**config.mk**
```make
export PLATFORM = sky130hd
export DESIGN_NAME = fruit_spawn_scheduler
export DESIGN_NICKNAME = d
export VERILOG_FILES = /design/src/rtl/fruit_spawn_scheduler.sv
export SDC_FILE = /design/constraint.sdc
export NUM_CORES = 1
export LEC_CHECK = 0
export ABC_CLOCK_PERIOD_IN_PS = 5250
export CAP_MARGIN = 10
export CORE_ASPECT_RATIO = 0.7
export CORE_MARGIN = 2
export CORE_UTILIZATION = 57
export DETAILED_ROUTE_END_ITERATION = 8
export GPL_ROUTABILITY_DRIVEN = 0
export HOLD_SLACK_MARGIN = 0.12
export PLACE_DENSITY = 0.85
export SYNTH_ARGS = -nofsm -noshare
export SYNTH_HDL_FRONTEND = slang
export SYNTH_SLANG_ARGS = --single-unit
```
**constraint.sdc**
```tcl
create_clock -name clk -period 5.25 [get_ports clk]
set_input_delay 1.05 -clock clk [delete_from_list [all_inputs] [get_ports clk]]
set_output_delay 1.05 -clock clk [all_outputs]
set_load 0.1 [all_outputs]
```
**src/rtl/fruit_spawn_scheduler.sv**
```systemverilog
// Fruit spawn scheduler: paces fruit launches into shared motion slots, tracks
// cuts (score) and fruits lost off-screen (misses), and ends the game on too many misses.
module fruit_spawn_scheduler #(
  parameter int NUM_SLOTS  = 4,
  parameter int MIN_GAP    = 8,
  parameter int MAX_MISSES = 3
) (
  input  logic                 clk,
  input  logic                 reset,
  input  logic                 frame_tick,
  input  logic                 game_active,
  input  logic                 cut_valid,
  input  logic [1:0]           cut_slot,
  input  logic [NUM_SLOTS-1:0] offscreen,
  input  logic                 spawn_ready,
  output logic                 spawn_valid,
  output logic [1:0]           spawn_slot,
  output logic [9:0]           spawn_x,
  output logic [NUM_SLOTS-1:0] slot_active,
  output logic [5:0]           number_of_fruits_cut,
  output logic [1:0]           misses,
  output logic                 GG
);

  localparam int CW = $clog2(MIN_GAP + 32) + 1;

  typedef enum logic [1:0] {IDLE, COUNTDOWN, REQUEST, OVER} state_t;

  state_t               state_q, state_d;
  logic [CW-1:0]        gap_q, gap_d;
  logic [15:0]          lfsr_q, lfsr_d;
  logic                 ga_q;
  logic [NUM_SLOTS-1:0] slot_active_q, slot_active_d;
  logic [5:0]           score_q, score_d;
  logic [1:0]           misses_q, misses_d;
  logic                 gg_q, gg_d;
  logic [1:0]           spawn_slot_q, spawn_slot_d;
  logic [9:0]           spawn_x_q, spawn_x_d;

  logic                 free_any;
  logic [1:0]           free_idx;
  logic                 cut_hit;
  logic [3:0]           miss_cnt;
  logic [NUM_SLOTS-1:0] act;

  function automatic logic [5:0] sat_score(input logic [5:0] s);
    return (s == 6'd63) ? s : s + 6'd1;
  endfunction

  function automatic logic [1:0] sat_misses(input logic [1:0] m, input logic [3:0] n);
    logic [4:0] sum;
    sum = {3'b000, m} + {1'b0, n};
    return (sum > 5'd3) ? 2'd3 : sum[1:0];
  endfunction

  // Lowest-index free slot, judged on the registered occupancy
  always_comb begin
    free_any = 1'b0;
    free_idx = 2'd0;
    for (int i = NUM_SLOTS - 1; i >= 0; i--) begin
      if (!slot_active_q[i]) begin
        free_any = 1'b1;
        free_idx = 2'(i);
      end
    end
  end

  assign cut_hit = cut_valid && slot_active_q[cut_slot];

  always_comb begin
    state_d       = state_q;
    gap_d         = gap_q;
    lfsr_d        = {lfsr_q[14:0], lfsr_q[15] ^ lfsr_q[13] ^ lfsr_q[12] ^ lfsr_q[10]};
    slot_active_d = slot_active_q;
    score_d       = score_q;
    misses_d      = misses_q;
    gg_d          = gg_q;
    spawn_slot_d  = spawn_slot_q;
    spawn_x_d     = spawn_x_q;
    act           = slot_active_q;
    miss_cnt      = 4'd0;

    case (state_q)
      IDLE: begin
        if (game_active && !ga_q) begin
          score_d       = '0;
          misses_d      = '0;
          gg_d          = 1'b0;
          slot_active_d = '0;
          gap_d         = CW'(MIN_GAP);
          state_d       = COUNTDOWN;
        end
      end
      COUNTDOWN, REQUEST: begin
        if (cut_hit) begin
          act[cut_slot] = 1'b0;
          score_d       = sat_score(score_q);
        end
        // A cut on the same slot takes precedence over its off-screen miss
        for (int i = 0; i < NUM_SLOTS; i++) begin
          if (slot_active_q[i] && offscreen[i] && !(cut_hit && (int'(cut_slot) == i))) begin
            act[i]   = 1'b0;
            miss_cnt = miss_cnt + 4'd1;
          end
        end
        misses_d = sat_misses(misses_q, miss_cnt);

        if (state_q == COUNTDOWN) begin
          if (gap_q != '0) begin
            if (frame_tick) gap_d = gap_q - CW'(1);
          end else if (free_any) begin
            state_d      = REQUEST;
            spawn_slot_d = free_idx;
            spawn_x_d    = 10'd64 + 10'(lfsr_q[8:0]);
          end
        end else if (spawn_ready) begin
          act[spawn_slot_q] = 1'b1;
          gap_d             = CW'(MIN_GAP) + CW'(lfsr_q[4:0]);
          state_d           = COUNTDOWN;
        end
        slot_active_d = act;

        if (int'(misses_d) >= MAX_MISSES) begin
          state_d       = OVER;
          gg_d          = 1'b1;
          slot_active_d = '0;
        end
      end
      default: ;
    endcase

    if (!game_active) begin
      state_d       = IDLE;
      slot_active_d = '0;
      score_d       = score_q;
      misses_d      = misses_q;
      gg_d          = gg_q;
      gap_d         = gap_q;
    end
  end

  always_ff @(posedge clk or negedge reset) begin
    if (!reset) begin
      state_q       <= IDLE;
      gap_q         <= '0;
      lfsr_q        <= 16'hACE1;
      ga_q          <= 1'b0;
      slot_active_q <= '0;
      score_q       <= '0;
      misses_q      <= '0;
      gg_q          <= 1'b0;
      spawn_slot_q  <= '0;
      spawn_x_q     <= '0;
    end else begin
      state_q       <= state_d;
      gap_q         <= gap_d;
      lfsr_q        <= lfsr_d;
      ga_q          <= game_active;
      slot_active_q <= slot_active_d;
      score_q       <= score_d;
      misses_q      <= misses_d;
      gg_q          <= gg_d;
      spawn_slot_q  <= spawn_slot_d;
      spawn_x_q     <= spawn_x_d;
    end
  end

  assign spawn_valid          = (state_q == REQUEST);
  assign spawn_slot           = spawn_slot_q;
  assign spawn_x              = spawn_x_q;
  assign slot_active          = slot_active_q;
  assign number_of_fruits_cut = score_q;
  assign misses               = misses_q;
  assign GG                   = gg_q;

endmodule
```
# Word-level counts from Yosys, hierarchy flattened
# Index checks and enable logic that the tools add are counted.
[totals]
in_bits = 12
wordCells = 143
ff_bits = 51
output_inout_bits = 26
[classes]
reduce_logical = 33
n_eq_ne = 18
add_sub_neg = 8
bitwise_logic = 7
order_cmp = 6
n_mux = 61
[op_table]
columns = ["cell", "n"]
rows = [
  ["$mux 4", 13],
  ["$mux 7", 5],
  ["$mux 2", 13],
  ["$mux 1", 18],
  ["$mux 6", 3],
  ["$logic_and 1x1->1", 16],
  ["$ne 5x5->1 const B", 3],
  ["$pmux 7 s2", 1],
  ["$add 4x1->4 const B", 3],
  ["$ne 3x3->1 const B", 4],
  ["$pmux 6 s2", 1],
  ["$add 7x9->10 const A", 1],
  ["$reduce_and 5->1", 2],
  ["$ne 2x2->1 const B", 4],
  ["$pmux 2 s2", 2],
  ["$pmux 4 s2", 1],
  ["$reduce_and 4->1", 2],
  ["$reduce_bool 7->1", 1],
  ["$sub 7x1->7 const B", 1],
  ["$add 4x5->6 const A", 1],
  ["$add 6x1->6 const B", 1],
  ["$eq 2x2->1 const B", 3],
  ["$eq 6x6->1 const B", 1],
  ["$lt 2x3->1 const B", 2],
  ["other kinds (21)", 31],
]

# Logic depth before layout (Yosys ltp)
# Gate-level depths: netlist of run 1.
[depth]
ltp_word = 24
depth_mapped = 15

# Least setup slack after synthesis of run 1
# OpenSTA, ideal clock, no wires.
[synth_path]
kind = "flip-flop to flip-flop"
from = "register slot_active_q[1], in the netlist slot_active[1]"
to = "register slot_active_q[1], in the netlist slot_active[1]"
path_buffers = 0
arrival_time_ps = 3774
setup_slack_ps = 1380
path_stages_with_launch = 13
cell_sequence = "dfrtp_1 -> o21ai_0 -> or2_2 -> inv_1 -> ha_1 -> xnor2_1 -> ha_1 -> mux2_2 -> ha_1 -> a211oi_1 -> nand2_1 -> mux2_4 -> o31ai_1"
[synth_between]
elab_chain_cells = 24
word_cells_on_any_way = 41
classes_between = "4 x add/sub; 2 x order compare; 19 x mux; 2 x bitwise; 14 x reduce/logical"
[synth_lines]
columns = ["item", "line_no", "rtl"]
rows = [
  ["start, declared", "33", "logic [NUM_SLOTS-1:0] slot_active_q, slot_active_d;"],
  ["start signal, assigned", "159", "slot_active_q <= slot_active_d;"],
  ["$bmux 1 s2", "68", "assign cut_hit = cut_valid && slot_active_q[cut_slot];"],
  ["$mux 1 (implied by the code)", "68", ""],
  ["$logic_and 1x1->1", "68", ""],
  ["$logic_and 1x1->1", "101", "if (slot_active_q[i] && offscreen[i] && !(cut_hit && (int'(cut_slot) == i))) begin"],
  ["$logic_not 1->1", "101", ""],
  ["$logic_and 1x1->1", "101", ""],
  ["$mux 1", "101", ""],
  ["$mux 4", "83", "case (state_q)"],
  ["(+8 left out)", "-", ""],
  ["$mux 4", "83", ""],
  ["$add 2x4->5", "52", "sum = {3'b000, m} + {1'b0, n};"],
  ["$gt 5x2->1", "53", "return (sum > 5'd3) ? 2'd3 : sum[1:0];"],
  ["$mux 2", "53", ""],
  ["$ge 2x2->1", "123", "if (int'(misses_d) >= MAX_MISSES) begin"],
  ["$mux 4 *", "123", ""],
  ["$pmux 4 s2 *", "83", ""],
  ["$mux 4 *", "132", "if (!game_active) begin"],
]
# Mark *: on every way between the ends. The rest lies on a longest branch, timed or not. The select of a mux whose other input is x is not followed.
# A chain may end at the register's enable or synchronous reset.

# Final worst setup path of run 1
[layout_path]
from = "input cut_slot[0]"
to = "register slot_active_q[1], in the netlist slot_active[1]"
[layout_between]
elab_chain_cells = 24
word_cells_on_any_way = 50
classes_between = "4 x add/sub; 4 x order compare; 3 x eq/ne; 21 x mux; 3 x bitwise; 15 x reduce/logical"
[layout_lines]
columns = ["item", "line_no", "rtl"]
rows = [
  ["start, declared", "13", "input logic [1:0] cut_slot,"],
  ["$bmux 1 s2", "68", ""],
  ["$mux 1 (implied by the code)", "68", ""],
  ["$logic_and 1x1->1", "68", ""],
  ["$logic_and 1x1->1", "101", ""],
  ["$logic_not 1->1", "101", ""],
  ["$logic_and 1x1->1", "101", ""],
  ["$mux 1", "101", ""],
  ["$mux 4", "83", ""],
  ["(+8 left out)", "-", ""],
  ["$mux 4", "83", ""],
  ["$add 2x4->5", "52", ""],
  ["$gt 5x2->1", "53", ""],
  ["$mux 2", "53", ""],
  ["$ge 2x2->1", "123", ""],
  ["$mux 4 *", "123", ""],
  ["$pmux 4 s2 *", "83", ""],
  ["$mux 4 *", "132", ""],
]
# Marks and branches as above.

==> out/summary.md, run 1 <==
The run finished with clean final reports. The logs give 1.77 ns for the flop-to-flop setup slack and 41.2% for the combinational share of power. The Yosys step of the flow raised 0 warnings. The clock-pin transition on the worst setup and hold timing paths is 0.10 ns, and the count of input and output buffers is 37.

Data on the critical path is required at its endpoint by 5.47 ns. The H-tree was split into 2 levels. Derived from the worst setup path, the maximum achievable clock frequency is 0.2273 GHz.

Global routing finished with a remaining overflow of 0. Worst setup margin: 0.8497 ns. The worst setup path is captured at a flop. The count of nets left with antenna violations once routing finished came out at 0. The pre-antenna-repair detailed-routing pass consisted of 6 iterations. The via count of the first global-routing pass was 2053; the number of remaining DRC errors was 0.

For the reported max-cap violation count, the log shows 0. The detail-routed net length per standard cell was 16.34 µm; the clock net sink count was 51. Dividing the detail-routed via count by the number of cells gives 6.050. The horizontal extent of the die works out to 86.63 µm. Of all cell types, the one taking the most synthesized area is sky130_fd_sc_hd__dfrtp_1.

Setup violations remaining at the end of the flow were counted as 0. Detailed placement ended at an HPWL of 4.235 mm. The number of nets handed over by synthesis was 293. The tools report the number of buffers created by CTS as 5. The run gives 0 as the number of buffers added for setup after CTS. In this run the most critical hold path is launched from lfsr_q[14]. The reg-to-reg critical path startpoint is slot_active[1]. The maximum number of pins on one net before global-route repair came out at 52. The repair_antennas step left the layout with diodes totalling 0.

The post-synthesis cell type count was 55. Summing all placed instances gives a cell area of 3138 µm². The final period demand of the worst path was 4.400 ns.

Measured on the finished design, the core utilization comes to 73.06%. In this run the count of I/O pins placed on the die edge is 38. For the normalized max-slew margin, the log shows 34.81%. The total power density per cell area came out at 396.0 nW/µm².

The path with the worst hold slack has its endpoint at lfsr_q[15]. The standard-cell row count is 20. The later pin in the worst-skew pair is clocked with a latency of 0.32 ns. Sorting the synthesized cells by area gives the leading types as sky130_fd_sc_hd__dfrtp_1 (40%), sky130_fd_sc_hd__dfstp_2 (7.7%), sky130_fd_sc_hd__ha_1 (6.0%), sky130_fd_sc_hd__mux2_2 (4.1%), sky130_fd_sc_hd__nand2_1 (4.0%). The worst-case IR drop observed on VDD is 0.2261 mV.

The clock group share of total power was 22.0%. In this run the mean area of a mapped cell was 10.20 µm². TritonCTS built the clock tree.

The tools report the switching power of the nets as 565.3 µW. For the wire length reported by the detailed router, the log shows 5.930 mm. Relative to the synthesized area, the layout overhead comes to 19.48%.

Arrival time at the worst endpoint: 4.62 ns. The tools report the initial antenna violation count as 0. The run gives 9.680 mm as the global-route wire length before repair.

The most used flip-flop cell after synthesis is sky130_fd_sc_hd__dfrtp_1. Per report_power, the sequential group accounts for 36.7% of the total. The end of the worst register-to-register path is slot_active[1]. The area enclosed by the die boundary was 5356 µm²; the number of synthesized register bits was 51.

The worst setup path is of the in2reg kind. The number of cells on the worst reg-to-reg path is 12. The type of element launching the critical path is an input pin. The final design instance area without fill is 3254 µm². Setup repair after global routing left no endpoint under its margin.

The final layout contains 333 nets. Along the worst path, the maximum fanout reaches 7. The fraction of layout instances using a drive strength above 1 was 12.66%; the ratio of final minimum period to clock period was 83.82%. The iteration-0 DRC count of the detailed router was 205; the number of flops mapped to enable cells by yosys was 0. For the pin with the worst max-slew slack, the measured transition is 0.9747 ns. The type of the tightest min-delay check is reg2reg. The post-synthesis cell count is 267, and the post-route setup TNS is 0 ns. Cell leakage power: 0.001417 µW. Detailed routing inserted a total of 2196 vias. The total area inside the core boundary comes to 4454 µm². The final count of pins violating max slew is 0, and the vertical extent of the die is 61.84 µm. The count of cells along the worst hold path is 0, and the switching part of the total is 43.87%.

For the internal power summed over all cells, the log shows 723.3 µW. The worst setup slack before clock tree synthesis was 0.5710 ns; the part of the Yosys area used for sequential elements was 47.22%. Number of hold violations in the final report: 0. The effective utilization at floorplan was 61.15%; the clock skew was 0.004978 ns. The async set or reset register ratio after synthesis works out to 100.0%. For the count of instances resized after the clock tree is built, the log shows 0. The global-route usage over all layers was 24.05%; the maximum clock insertion buffer count was 2.

The post-synthesis instance area was 2724 µm²; the top cell type's share of synthesized area was 39.50%. In this run, post-CTS hold repair placed 0 buffers. Cell at the root of the clock tree: sky130_fd_sc_hd__clkbuf_8.
[final cells by class]
cell class / count / area [µm²]
Sequential cell: 51 / 1286
Clock inverter: 3 / 47.55
Inverter: 18 / 67.56
Fill cell: 335 / 1200
Tap cell: 55 / 68.82
Multi-Input combinational cell: 192 / 1335
Clock buffer: 5 / 68.82
Timing Repair Buffer: 39 / 380.4
[power by group through the flow]
stage | logic (µW) | clock network, µW | registers [µW]
after floorplan | 246 | 0 | 624
after global placement | 510 | 0 | 478
after detailed placement | 522 | 0 | 478
after CTS | 525 | 286 | 472
after global routing | 571 | 301 | 480
final | 531 | 284 | 473
[how the worst max path moves through the flow]
stage	from	end	slack, ns
floorplan	slot_active[1]	slot_active[1]	1.38
global placement	cut_slot[0]	slot_active[1]	0.71
detailed placement	cut_slot[0]	slot_active[1]	0.57
CTS	cut_slot[0]	slot_active[1]	0.87
global route	cut_slot[0]	slot_active[1]	0.58
finish	cut_slot[0]	slot_active[1]	0.85
[cells in the final DEF (no fill, tap or decap), types with 3 or more instances in the layout]
cell,n
sky130_fd_sc_hd__dfstp_2,8
sky130_fd_sc_hd__o21ai_0,18
sky130_fd_sc_hd__a21oi_1,7
sky130_fd_sc_hd__nand2_1,29
sky130_fd_sc_hd__o31ai_1,3
sky130_fd_sc_hd__nand4_1,3
sky130_fd_sc_hd__o211ai_1,5
sky130_fd_sc_hd__inv_1,18
sky130_fd_sc_hd__nand3_1,15
sky130_fd_sc_hd__o22ai_1,3
sky130_fd_sc_hd__mux2_2,10
sky130_fd_sc_hd__ha_1,13
sky130_fd_sc_hd__mux2i_1,9
sky130_fd_sc_hd__nor3_1,5
sky130_fd_sc_hd__o21ai_1,6
sky130_fd_sc_hd__nor2_1,19
sky130_fd_sc_hd__dfrtp_1,43
sky130_fd_sc_hd__clkbuf_8,5
sky130_fd_sc_hd__nand2b_1,5
sky130_fd_sc_hd__xnor2_1,5
sky130_fd_sc_hd__clkdlybuf4s50_1,36
[cell families after synthesis]
group | after synthesis | synth area share (%)
AOI/OAI and AO/OA | 59 | 14.19
DFF | 51 | 47.22
xor gates and xnor gates | 7 | 2.527
and+or+nand+nor | 91 | 16.63
adders and majority gates | 14 | 6.707
buffers and inverters | 24 | 3.766
muxes | 21 | 8.958
[registers in the layout, summed over array words and instances, names as in the netlist]
register / count
gap_q: 7
state_q: 2
lfsr_q: 16
spawn_slot: 2
ga_q: 1
slot_active: 4
GG: 1
misses: 2
number_of_fruits_cut: 6
spawn_x: 10
[stage by stage]
stage                     total power, µW  std cells  hold WS [ns]
after floorplan                     870.5        267        0.3330
after global placement              988.9        355        0.3370
after detailed placement             1000        355        0.3470
after CTS                            1283        363        0.3680
after global routing                 1352        363        0.3782
final                                1289        363        0.3621
[layer usage]
metal | track usage (%) | part of all wire, % | wire (µm) | vias to the layer above
met3 | 4.491 | 6.1 | 361 | 12
li1 | - | - | - | 1032
met2 | 36.59 | 44 | 2599 | 79
met5 | 0 | 0 | 0 | -
met4 | 6.920 | 1.4 | 83 | 0
met1 | 35.82 | 49 | 2884 | 1073
[cell usage after synthesis (all sizes together) (2+ instances only)]
master / instances
nand3: 15
dfstp: 8
nor2: 19
o21a: 2
or4: 2
nor3: 5
mux2i: 9
and4: 2
or3: 3
ha: 13
buf: 3
nand2b: 5
clkbuf: 3
inv: 18
dfrtp: 43
o211ai: 6
a21oi: 7
nand2: 30
xnor2: 6
nand4: 3
mux2: 11
o21ai: 25
o31ai: 3
o22ai: 3
nor2b: 2
[worst max-delay path, cell delays in order]
cell,delay (ns)
sky130_fd_sc_hd__clkdlybuf4s50_1,0.61
sky130_fd_sc_hd__nand2_1,0.07
sky130_fd_sc_hd__o21ai_0,0.21
sky130_fd_sc_hd__or2_2,0.16
sky130_fd_sc_hd__inv_1,0.04
sky130_fd_sc_hd__ha_1,0.29
sky130_fd_sc_hd__xnor2_1,0.25
sky130_fd_sc_hd__ha_1,0.29
sky130_fd_sc_hd__mux2_2,0.26
sky130_fd_sc_hd__ha_1,0.27
sky130_fd_sc_hd__a211oi_1,0.39
sky130_fd_sc_hd__nand2_1,0.16
sky130_fd_sc_hd__mux2_4,0.33
sky130_fd_sc_hd__o31ai_1,0.25
Power figures use the tool's default switching activity.
==> inputs of run 2 (changes only) <==
- ABC_CLOCK_PERIOD_IN_PS: 5250 -> 4100
- CORE_UTILIZATION: 57 -> 54
- PLACE_DENSITY: 0.85 -> 0.81
- clock period: 5.25 -> 4.1 ns (I/O delays scaled with it)
==> run 2 against run 1 <==
  * Register-to-register slack worse by 0.98 ns
  * Non-clock buffer count is 10 higher
  * Sequential share of layout area is 1.0 points lower
  * Die area is 5.2% higher
  * Clock power is 3% lower
  * Final cell count is 6.6% higher
  * Sequential cell count stayed put
  * Global-route usage is 0.10 points lower
  * Critical endpoint unchanged
  * Highest routed layer unchanged
==> out/summary.md, run 2 (synthesis results as in run 1) <==
The flow ran to the end, and the final reports show no timing, DRC or antenna violations. The global-route usage over all layers came out at 23.94% (-0.10 points). Area enclosed by the die boundary: 5637 µm² (+5.2%). The library cell used most frequently in the layout, excluding fill and tap cells, is sky130_fd_sc_hd__dfrtp_1. The switching power of the nets is 697.2 µW (+23%).

For the normalized max-slew margin, the log shows 34.86% (+0.045 points). The logs give 2 (unchanged) for the maximum clock insertion buffer count and 1563 µW (+21%) for the total power consumption of the routed design. The number of buffers created by CTS was 5 (unchanged); the highest clock frequency the design can meet was 0.2589 GHz.

For the core occupancy in the finished layout, the log shows 69.48% (-3.6 points). The tools report the final count of pins violating max slew as 0 (unchanged). The total power density per cell area was 467.9 nW/µm² (+18%); the fraction of layout instances using a drive strength above 1 was 16.35% (+3.7 points).

The run gives 151 (-26%) as the iteration-0 DRC count of the detailed router. The count of input and output buffers was 37 (unchanged). Counting flops per register, the top entry is lfsr_q. The ratio of final minimum period to clock period was 94.21%; the count of cells along the worst hold path was 0 (unchanged). Clock-pin transition on the worst setup and hold timing paths: 0.08 ns (-0.02 ns). The library cells used most frequently in the layout, excluding fill and tap cells, are sky130_fd_sc_hd__dfrtp_1 (43), sky130_fd_sc_hd__clkdlybuf4s50_1 (35), sky130_fd_sc_hd__nand2_1 (29). The worst hold-check slack was 0.3556 ns (-0.006495 ns).

The run gives 10.36 mm (+7.1%) as the global-route wire length before repair. The run gives 0 (unchanged) as the number of remaining DRC errors. Clock insertion delay at the later pin of the skew report: 0.30 ns (-0.02 ns).

The aggregate global routing overflow was 0 (unchanged). Reported max-cap violation count: 0 (unchanged). The tools report the cell at the root of the clock tree as sky130_fd_sc_hd__clkbuf_8.

The I/O pin count is 38 (unchanged), and the via count normalized by instance count is 5.486 (-9.3%). The register share of total power was 38.8% (+2.1 points); the maximum number of pins on one net before global-route repair was 37 (-29%). The final period demand of the worst path was 3.863 ns. The cell leakage power came out at 0.001474 µW (+4.1%). The path depth of the worst reg2reg path is 14 (+2), and the count of TritonRoute iterations in the first routing pass is 4 (-2). The effective utilization at floorplan was 56.65% (-4.5 points). The count of vias placed by the detailed router was 2123 (-3.3%). The run gives 4808 µm² (+7.9%) as the area of the placeable core. For the internal power summed over all cells, the log shows 866.0 µW (+20%). STA classifies the critical path startpoint as an input pin.

Layout-stage area growth over the synthesis result: 22.65%. By startpoint and endpoint, the worst setup path is classified as in2reg. For the arrival time at the worst endpoint, the log shows 4.06 ns (-0.56 ns). The number of antenna cells inserted is 0 (unchanged).

The via count of the first global-routing pass was 2100 (+2.3%); the number of hold violations in the final report was 0 (unchanged). Final HPWL from detailed placement: 4.440 mm (+4.9%). The transition time at the pin with the least slew margin is 0.9741 ns (-0.0006726 ns), and the standard-cell row count is 21 (+5.0%). The initial antenna violation count was 0 (unchanged); the horizontal extent of the die was 88.89 µm (+2.6%). The total placed instance area came out at 3231 µm² (+3.0%). The flip-flop count of the largest register, all copies and words added came out at 16 (unchanged). The clock group share of total power came out at 17.6% (-4.4 points).

The vertical extent of the die is 63.42 µm (+2.6%). The wire length reported by the detailed router came out at 5.982 mm (+0.88%). The type of the tightest min-delay check was reg2reg. The logs give 2 (unchanged) for the total number of H-tree levels and 51 (unchanged) for the clock net sink count.

The worst setup path is captured at a flop. The post-route setup TNS is 0 ns (unchanged). The clock skew came out at 0.004685 ns (-0.0002933 ns). TritonCTS built the clock tree. The top fanout value on the critical path works out to 6 (-1). The critical path data required time is 4.30 ns (-1.17 ns). The final design instance area without fill is 3341 µm² (+2.7%). Peak ir drop on the vdd network: 0.2840 mV (+26%).

Detail-routed net length per standard cell: 15.46 µm (-5.4%). The run gives 0 (unchanged) as the final setup violation count. The logs give 43.6% (+2.4 points) for the combinational share of power and 0 (unchanged) for the number of buffers added for setup after CTS. The switching part of the total works out to 44.60% (+0.73 points).

The post-route antenna net violation count is 0 (unchanged), and the count of nets after finishing is 343 (+3.0%).
run 2: changes by cell type in the layout (fill, tap and decap cells not counted), sizes merged:
| cell | previous run | this run |
|---|---|---|
| clkbuf | 5 | 7 |
| dlymetal6s2s | 0 | 1 |
| clkdlybuf4s50 | 36 | 35 |
| buf | 3 | 13 |
| inv | 19 | 18 |
| bufinv | 1 | 0 |
run 2: worst max-delay path: stages:
cell and delay (ns):
sky130_fd_sc_hd__clkdlybuf4s50_1 0.52, sky130_fd_sc_hd__o21ai_2 0.08, sky130_fd_sc_hd__or2_2 0.30, sky130_fd_sc_hd__inv_1 0.06, sky130_fd_sc_hd__ha_1 0.25, sky130_fd_sc_hd__xnor2_2 0.16, sky130_fd_sc_hd__buf_4 0.15, sky130_fd_sc_hd__xnor2_1 0.15
sky130_fd_sc_hd__ha_2 0.22, sky130_fd_sc_hd__inv_1 0.06, sky130_fd_sc_hd__fa_1 0.41, sky130_fd_sc_hd__a211oi_2 0.22, sky130_fd_sc_hd__nand2_1 0.11, sky130_fd_sc_hd__mux2_4 0.32, sky130_fd_sc_hd__o31ai_1 0.24
run 2: path summary, 6_finish.rpt:
kind                                       end           start  slack (ns)
worst max-delay path            slot_active[1]     cut_slot[1]        0.24
worst min-delay path                lfsr_q[10]       lfsr_q[9]        0.36
worst max register to register  slot_active[1]  slot_active[1]        0.79
worst min register to register      lfsr_q[10]       lfsr_q[9]        0.36
max in group asynchronous            lfsr_q[5]           reset        2.91
min in group asynchronous           lfsr_q[12]           reset        0.41
run 2: area by class of cell:
class                      count  area [µm²]
clock inverter                 1       5.005
timing repair buffer          49       457.9
multi-input combinational    192        1361
inverter                      18       67.56
sequential                    51        1286
clock buffer                   7       76.32
tap                           69       86.33
fill                         369        1468
run 2: power by group through the flow:
| stage | Clock, µW | Sequential (µW) | Combinational, µW |
|---|---|---|---|
| 6_report | 275 | 606 | 682 |
| 5_1_grt | 306 | 616 | 736 |
| 4_1_cts | 283 | 605 | 674 |
| 3_5_place_dp | 0 | 613 | 673 |
| 3_3_place_gp | 0 | 612 | 662 |
| 2_1_floorplan | 0 | 799 | 315 |
run 2: stage by stage:
step | setup WS, ns | instances
2_1_floorplan | 0.2301 | 267
3_3_place_gp | -0.06254 | 379
3_5_place_dp | -0.1348 | 379
4_1_cts | 0.1217 | 387
5_1_grt | -0.02873 | 387
6_report | 0.2373 | 387
run 2: per-layer routing:
layer	global-route usage, %	vias to the layer above	part of all wire (%)
met1	38.18	1008	49
li1	-	1053	-
met5	0	-	0
met4	4.735	0	0.74
met2	33.12	57	44
met3	5.767	5	6.0
run 2: what timing repair did:
item | in CTS | in global routing
hold buffers | 0 | 0
endpoints found under the setup margin | 0 | 7
resized for setup | 0 | 8
==> inputs of run 3 (changes only) <==
- ABC_CLOCK_PERIOD_IN_PS: 4100 -> unset
- HOLD_SLACK_MARGIN: 0.12 -> unset
==> results of run 3 <==
The final DEF is identical to that of run 2; final timing and power are the same.
